**src/rtl/hack_screen_pkg.sv**
```systemverilog
// Shared types and sizes for the Hack screen memory arbiter.
package hack_screen_pkg;

  localparam int SCREEN_AW = 13;
  localparam int WORD_W    = 16;

  typedef logic [SCREEN_AW-1:0] addr_t;
  typedef logic [WORD_W-1:0]    word_t;

  // Which access occupied the memory port in a given cycle.
  typedef enum logic [1:0] {
    NONE  = 2'd0,
    VGA   = 2'd1,
    CPURD = 2'd2,
    WB    = 2'd3
  } slot_t;

  function automatic logic slot_is_cpu(input slot_t s);
    return (s == CPURD) || (s == WB);
  endfunction

endpackage

```
**src/rtl/hack_screen_arbiter_if.sv**
```systemverilog
// Bus bundle between the scanout path, the Hack CPU, the screen RAM and the arbiter.
interface hack_screen_arbiter_if;
  import hack_screen_pkg::*;

  logic  vga_req;
  addr_t vga_addr;
  logic  vga_gnt;
  word_t vga_rdata;
  logic  vga_valid;

  logic  cpu_req;
  logic  cpu_we;
  addr_t cpu_addr;
  word_t cpu_wdata;
  logic  cpu_gnt;
  word_t cpu_rdata;
  logic  cpu_rvalid;

  logic  mem_en;
  logic  mem_we;
  addr_t mem_addr;
  word_t mem_wdata;
  word_t mem_rdata;

  modport slave (
    input  vga_req, vga_addr, cpu_req, cpu_we, cpu_addr, cpu_wdata, mem_rdata,
    output vga_gnt, vga_rdata, vga_valid, cpu_gnt, cpu_rdata, cpu_rvalid,
           mem_en, mem_we, mem_addr, mem_wdata
  );

  modport master (
    output vga_req, vga_addr, cpu_req, cpu_we, cpu_addr, cpu_wdata, mem_rdata,
    input  vga_gnt, vga_rdata, vga_valid, cpu_gnt, cpu_rdata, cpu_rvalid,
           mem_en, mem_we, mem_addr, mem_wdata
  );

endinterface

```
**src/rtl/hack_screen_arbiter_wbuf.sv**
```systemverilog
// One-entry posted write buffer: accept fills it, drain empties it.
module screen_wbuf
  import hack_screen_pkg::*;
(
  input  logic  clk,
  input  logic  rst_n,
  input  logic  accept,
  input  addr_t accept_addr,
  input  word_t accept_data,
  input  logic  drain,
  output logic  wb_valid,
  output addr_t wb_addr,
  output word_t wb_data
);

  // Buffer state; accept only happens when empty, so it never races a drain.
  always_ff @(posedge clk or negedge rst_n) begin
    if (!rst_n) begin
      wb_valid <= 1'b0;
      wb_addr  <= {SCREEN_AW{1'b0}};
      wb_data  <= {WORD_W{1'b0}};
    end else if (accept) begin
      wb_valid <= 1'b1;
      wb_addr  <= accept_addr;
      wb_data  <= accept_data;
    end else if (drain) begin
      wb_valid <= 1'b0;
    end else begin
      wb_valid <= wb_valid;
    end
  end

endmodule

```
**src/rtl/hack_screen_arbiter.sv**
```systemverilog
// Single-port screen RAM arbiter: VGA scanout first, then posted CPU writes, then CPU reads.
// Optional starvation guard enabled by defining SCREEN_ARB_STARVE_GUARD_EN.
module hack_screen_arbiter
  import hack_screen_pkg::*;
#(
  parameter int MAX_VGA_RUN = 4
) (
  input logic                  clk,
  input logic                  rst_n,
  hack_screen_arbiter_if.slave bus
);

  slot_t slot_s;
  slot_t tag_r;
  logic  wb_valid_s;
  addr_t wb_addr_s;
  word_t wb_data_s;
  logic  rd_pend_s;
  logic  cpu_work_s;
  logic  wr_accept_s;
  logic  guard_force_s;

  // Reads wait behind a buffered write, which gives read-after-write ordering for free.
  assign rd_pend_s   = bus.cpu_req & ~bus.cpu_we & ~wb_valid_s;
  assign cpu_work_s  = wb_valid_s | (bus.cpu_req & ~bus.cpu_we);
  assign wr_accept_s = rst_n & bus.cpu_req & bus.cpu_we & ~wb_valid_s;

`ifdef SCREEN_ARB_STARVE_GUARD_EN
  localparam int RUN_W = $clog2(MAX_VGA_RUN + 1);

  logic [RUN_W-1:0] run_cnt_r;

  assign guard_force_s = cpu_work_s & (run_cnt_r == RUN_W'(MAX_VGA_RUN));

  // Count VGA slots taken while the CPU side is waiting; any other slot restarts the run.
  always_ff @(posedge clk or negedge rst_n) begin
    if (!rst_n) begin
      run_cnt_r <= {RUN_W{1'b0}};
    end else if ((slot_s == VGA) && cpu_work_s) begin
      run_cnt_r <= run_cnt_r + RUN_W'(1);
    end else begin
      run_cnt_r <= {RUN_W{1'b0}};
    end
  end
`else
  localparam int unused_max_vga_run = MAX_VGA_RUN;

  assign guard_force_s = 1'b0;
`endif

  // Slot selection for this cycle.
  always_comb begin
    slot_s = NONE;
    if (!rst_n) begin
      slot_s = NONE;
    end else if (bus.vga_req && !guard_force_s) begin
      slot_s = VGA;
    end else if (wb_valid_s) begin
      slot_s = WB;
    end else if (rd_pend_s) begin
      slot_s = CPURD;
    end else begin
      slot_s = NONE;
    end
  end

  // Grants and memory strobes follow the current decision; idle address/data are forced to 0.
  always_comb begin
    bus.vga_gnt   = 1'b0;
    bus.cpu_gnt   = 1'b0;
    bus.mem_en    = 1'b0;
    bus.mem_we    = 1'b0;
    bus.mem_addr  = {SCREEN_AW{1'b0}};
    bus.mem_wdata = {WORD_W{1'b0}};
    bus.vga_gnt   = (slot_s == VGA);
    bus.cpu_gnt   = wr_accept_s | (slot_s == CPURD);
    bus.mem_en    = (slot_s != NONE);
    bus.mem_we    = (slot_s == WB);
    case (slot_s)
      VGA:     bus.mem_addr = bus.vga_addr;
      CPURD:   bus.mem_addr = bus.cpu_addr;
      WB: begin
        bus.mem_addr  = wb_addr_s;
        bus.mem_wdata = wb_data_s;
      end
      default: bus.mem_addr = {SCREEN_AW{1'b0}};
    endcase
  end

  // Return tag; clearing it on reset drops the return pulse of an in-flight read.
  always_ff @(posedge clk or negedge rst_n) begin
    if (!rst_n) begin
      tag_r <= NONE;
    end else begin
      tag_r <= slot_s;
    end
  end

  assign bus.vga_valid  = (tag_r == VGA);
  assign bus.cpu_rvalid = (tag_r == CPURD);
  assign bus.vga_rdata  = rst_n ? bus.mem_rdata : {WORD_W{1'b0}};
  assign bus.cpu_rdata  = rst_n ? bus.mem_rdata : {WORD_W{1'b0}};

  screen_wbuf u_wbuf (
    .clk         (clk),
    .rst_n       (rst_n),
    .accept      (wr_accept_s),
    .accept_addr (bus.cpu_addr),
    .accept_data (bus.cpu_wdata),
    .drain       (slot_is_cpu(slot_s) && (slot_s == WB)),
    .wb_valid    (wb_valid_s),
    .wb_addr     (wb_addr_s),
    .wb_data     (wb_data_s)
  );

endmodule

```
**src/flat_wrapper.sv**
```systemverilog
// flat-port wrapper written by rule: the top's interface ports become plain ports
module hack_screen_arbiter_flat import hack_screen_pkg::*;
#(
  parameter int MAX_VGA_RUN = 4
)
  (clk, rst_n, bus_vga_req, bus_vga_addr, bus_cpu_req, bus_cpu_we, bus_cpu_addr, bus_cpu_wdata, bus_mem_rdata, bus_vga_gnt, bus_vga_rdata, bus_vga_valid, bus_cpu_gnt, bus_cpu_rdata, bus_cpu_rvalid, bus_mem_en, bus_mem_we, bus_mem_addr, bus_mem_wdata);
  hack_screen_arbiter_if bus_i ();
  input logic clk;
  input logic rst_n;
  input wire logic [$bits(bus_i.vga_req)-1:0] bus_vga_req;
  input wire logic [$bits(bus_i.vga_addr)-1:0] bus_vga_addr;
  input wire logic [$bits(bus_i.cpu_req)-1:0] bus_cpu_req;
  input wire logic [$bits(bus_i.cpu_we)-1:0] bus_cpu_we;
  input wire logic [$bits(bus_i.cpu_addr)-1:0] bus_cpu_addr;
  input wire logic [$bits(bus_i.cpu_wdata)-1:0] bus_cpu_wdata;
  input wire logic [$bits(bus_i.mem_rdata)-1:0] bus_mem_rdata;
  output wire logic [$bits(bus_i.vga_gnt)-1:0] bus_vga_gnt;
  output wire logic [$bits(bus_i.vga_rdata)-1:0] bus_vga_rdata;
  output wire logic [$bits(bus_i.vga_valid)-1:0] bus_vga_valid;
  output wire logic [$bits(bus_i.cpu_gnt)-1:0] bus_cpu_gnt;
  output wire logic [$bits(bus_i.cpu_rdata)-1:0] bus_cpu_rdata;
  output wire logic [$bits(bus_i.cpu_rvalid)-1:0] bus_cpu_rvalid;
  output wire logic [$bits(bus_i.mem_en)-1:0] bus_mem_en;
  output wire logic [$bits(bus_i.mem_we)-1:0] bus_mem_we;
  output wire logic [$bits(bus_i.mem_addr)-1:0] bus_mem_addr;
  output wire logic [$bits(bus_i.mem_wdata)-1:0] bus_mem_wdata;
  assign bus_i.vga_req = bus_vga_req;
  assign bus_i.vga_addr = bus_vga_addr;
  assign bus_i.cpu_req = bus_cpu_req;
  assign bus_i.cpu_we = bus_cpu_we;
  assign bus_i.cpu_addr = bus_cpu_addr;
  assign bus_i.cpu_wdata = bus_cpu_wdata;
  assign bus_i.mem_rdata = bus_mem_rdata;
  assign bus_vga_gnt = bus_i.vga_gnt;
  assign bus_vga_rdata = bus_i.vga_rdata;
  assign bus_vga_valid = bus_i.vga_valid;
  assign bus_cpu_gnt = bus_i.cpu_gnt;
  assign bus_cpu_rdata = bus_i.cpu_rdata;
  assign bus_cpu_rvalid = bus_i.cpu_rvalid;
  assign bus_mem_en = bus_i.mem_en;
  assign bus_mem_we = bus_i.mem_we;
  assign bus_mem_addr = bus_i.mem_addr;
  assign bus_mem_wdata = bus_i.mem_wdata;
  hack_screen_arbiter #(.MAX_VGA_RUN(MAX_VGA_RUN)) u_core (.clk(clk), .rst_n(rst_n), .bus(bus_i));
endmodule
```
**config.mk**
```make
export PLATFORM = sky130hd
export DESIGN_NAME = hack_screen_arbiter_flat
export DESIGN_NICKNAME = d
export VERILOG_FILES = /design/src/rtl/hack_screen_pkg.sv /design/src/rtl/hack_screen_arbiter_if.sv /design/src/rtl/hack_screen_arbiter_wbuf.sv /design/src/rtl/hack_screen_arbiter.sv /design/src/flat_wrapper.sv
export SDC_FILE = /design/constraint.sdc
export NUM_CORES = 1
export LEC_CHECK = 0
export CORE_MARGIN = 3
export CORE_UTILIZATION = 38
export CTS_BUF_LIST = sky130_fd_sc_hd__clkbuf_8
export DETAILED_ROUTE_END_ITERATION = 8
export GPL_TIMING_DRIVEN = 0
export PLACE_DENSITY_LB_ADDON = 0.15
export SLEW_MARGIN = 20
export SYNTH_ARGS = -nofsm -noshare
export SYNTH_HDL_FRONTEND = slang
export SYNTH_HIERARCHICAL = 1
export SYNTH_SLANG_ARGS = --single-unit
```
**constraint.sdc**
```tcl
create_clock -name clk -period 1.93 [get_ports clk]
set_clock_uncertainty 0.15 [all_clocks]
set_input_delay 0.386 -clock clk [delete_from_list [all_inputs] [get_ports clk]]
set_output_delay 0.386 -clock clk [all_outputs]
set_load 0.01 [all_outputs]
```
==> results.md <==
- Slowest cell on the critical path: dfrtp_1
- Initial drt markers: 25
- HP Class: input pin to async pin
- Busiest grt layer: met2
- I/O pins: 130
- Final Net Count: 389
- Most common cell after layout, fill and taps aside: clkdlybuf4s50_1
- Die Y: 79.1 µm
- Static Leak: 1.82 nW
- Met1 GRT Util: 0.247
- Met2 Usage GRT: 0.372
- Register Area: 801 µm²
- Synthesized Nets: 240
- CTS root buf: clkbuf_8
- Max-slew violation count: 0
- Gr ovfl total: 0
- Placed inst area: 3420 µm²
- Share of the synthesized area in the top cell type: 0.394
- WL/cell: 16.7 µm
- Worst Slack Setup Final: -0.118 ns
- RD Place Congestion: 0.771
- Total Power: 3.31 mW
- Num rows: 25
- Via Count: 1,837
- Die area: 6260 µm²
- Area Growth Syn to Fin: 76.3%
- CP Max Fanout: 7
- Slew margin rel.: 0.834
- TNS Setup: -1.18 ns
- Slowest cell delay on critical path: 0.39 ns
- Tcrit/Tclk final: 1.06
- PwrDens: 923 nW/µm²
- Fin crit period: 2.05 ns
- Drt drc: 0
- CP startpoint kind: flop
- Post-synth cell types: 21
- YS warnings: 6
- Main combinational cell family by area after synthesis: multiplexers
- Post-DRT Antenna Nets: 0
- Non-filler cells in the finished layout: 394
- Drt total wl: 6560 µm
- GRT Total Usage: 0.210
- Outcome: finished with violations
- Required @ worst endpoint: 1.39 ns
- Top cell type by total area after synthesis: dfrtp_1
- Port Buf Inserts: 129
- Total placed cells including tap cells: 374
- Violated checks: setup timing
- Crit Path Category: flop to output port
- Synth Area in Simple Gates: 0.154
- Via density: 4.66
- Mux cell area share after synthesis: 0.254
- Cell area after layout: 3580 µm²
- Crit. End Element: output port
- Initial antenna violation count: 0
- Hold Vio Cnt, Final: 0
- Sequential area share after synthesis: 0.394
- Initial Util: 0.411
- RSZ-0062 raised after global routing: true
- Multi-input logic area: 1070 µm²
- CTS Buf Count: 5
- Clock sink total: 32
- Max IR drop VDD: 730 µV
- Chip Width: 79.1 µm
- Clock Pin Slew Worst Setup and Hold Paths: 0.07 ns
- Layout cell share with drive strength beyond 1: 0.443
- Max-cap check violation count: 0
- Top cells by area, synth: dfrtp_1 (39%), mux2_4 (21%), buf_4 (7.4%), and2_1 (5.5%), and3_1 (4.9%)
- Vias in the first global route: 1,941
- #FFs+latches synth: 32
- CP Data Arrival Time: 1.51 ns
- Core Region: 4940 µm²
- Maximum clock path buffer count: 2
- Post-Synthesis Cells: 177
- Worst slew pin tran: 0.242 ns
- Met3 usage: 0.0499
- Largest net degree at the start of global routing: 17
- Clk Latency, worst-skew pair: 0.28 ns
- Commonest cells after routing, fill and taps aside: clkdlybuf4s50_1 (60), buf_2 (34), dfrtp_1 (32)
- H-tree levels: 2
- Synth Area in Compound Gates: 0.0849
- First-pass GRT wire length: 10,200 µm
- CTS tree: built
- Ant diodes: 0
- Detail Placement HPWL: 4760 µm
- Synth Area in Adders: 0
- Highest clock rate: 488 MHz
- Avg Inst Size Synth: 11.5 µm²
- DRT Pass-1 Iters: 4
- CP Cell Sequence: buf_6, buf_6, o21ai_4, buf_8, buf_8, o21ai_2, buf_2
- R2R cell count: 4
- Post-synthesis cell area: 2030 µm²
- Post-Synth XOR/XNOR Area: 0
- Fillers: 400
- Setup violations, final: 14
-- state kept, by name (all words and copies together) (netlist names) --
name                    flops
u_core/tag_r                2
u_core/u_wbuf/wb_addr      13
u_core/u_wbuf/wb_data      16
u_core/u_wbuf/wb_valid      1
-- worst max-delay path: cells and delay by family (launching register included) --
kind,cells,cell delay [ns]
AO/OA/AOI/OAI,2,0.21
flip-flops,1,0.39
buffers and inverters,5,0.64
-- layer usage --
layer	part of all wire	up-vias	wire length, µm
met1	0.40	840	2650
met5	0	-	0
met2	0.49	90	3230
met4	0.018	0	121
met3	0.084	9	552
li1	-	898	-
-- kinds of logic after synthesis --
kind of cell / count (synthesis)
AND/OR/NAND/NOR: 53
multiplexers: 37
buffers and inverters: 33
flip-flops: 32
AO/OA/AOI/OAI: 22
-- path summary, 6_finish.rpt --
path	slack, ns	to	from
setup / recovery	-0.12	bus_mem_addr[10]	u_core/u_wbuf/wb_valid$_DFFE_PN0P_
hold / removal	0.29	u_core/u_wbuf/wb_data[2]$_DFFE_PN0P_	rst_n
setup reg to reg	0.21	u_core/u_wbuf/wb_addr[9]$_DFFE_PN0P_	u_core/u_wbuf/wb_valid$_DFFE_PN0P_
hold reg to reg	0.35	u_core/u_wbuf/wb_data[14]$_DFFE_PN0P_	u_core/u_wbuf/wb_data[14]$_DFFE_PN0P_
max in group asynchronous	0.89	u_core/u_wbuf/wb_addr[5]$_DFFE_PN0P_	rst_n
min in group clk	0.35	u_core/u_wbuf/wb_data[14]$_DFFE_PN0P_	u_core/u_wbuf/wb_data[14]$_DFFE_PN0P_
-- stage by stage --
step	worst slack (ns)	util	hold slack, ns
4_1_cts	-0.136	0.723	0.282
3_3_place_gp	-2.11	0.690	0.314
6_report	-0.118	0.725	0.287
2_1_floorplan	0.289	-	-0.0596
5_1_grt	-0.189	0.725	0.287
3_5_place_dp	-0.768	0.693	0.0363
-- final cells by class --
| class | count | share of cell area |
|---|---|---|
| buffer | 29 | 0.0743 |
| clock buffer | 6 | 0.0230 |
| clock inverter | 2 | 0.00279 |
| inverter | 3 | 0.00314 |
| multi-input combinational | 112 | 0.299 |
| sequential | 32 | 0.223 |
| tap | 67 | 0.0234 |
| timing repair buffer | 143 | 0.351 |
-- power by group --
part           internal (mW)  total (mW)  switching, mW
registers              0.997        1.18          0.178
logic                  0.993        1.60          0.610
clock network          0.284       0.530          0.246
total                   2.27        3.31           1.03
-- Yosys cell counts --
cell type  instances
and4b_1            1
clkbuf_2           1
o21ai_2            8
o21ai_0            6
and3_1            16
buf_6              4
mux2_4            29
mux2i_1            8
clkbuf_1           5
and2b_4            1
o21ai_4            1
inv_1              3
buf_4             20
dfrtp_1           32
a22oi_1            5
a21o_1             1
nand3_1            8
and2_1            18
nor2b_1            3
nand2_1            6
o21bai_2           1
-- what timing repair did --
item,in CTS,in global routing
endpoints found under the setup margin,65,25
endpoints found under the hold margin,17,0
hold buffers,2,0
gates resized for setup,225,19
gates cloned,1,0
pin swaps,10,4
setup buffers,10,0
Power figures use the tool's default switching activity.
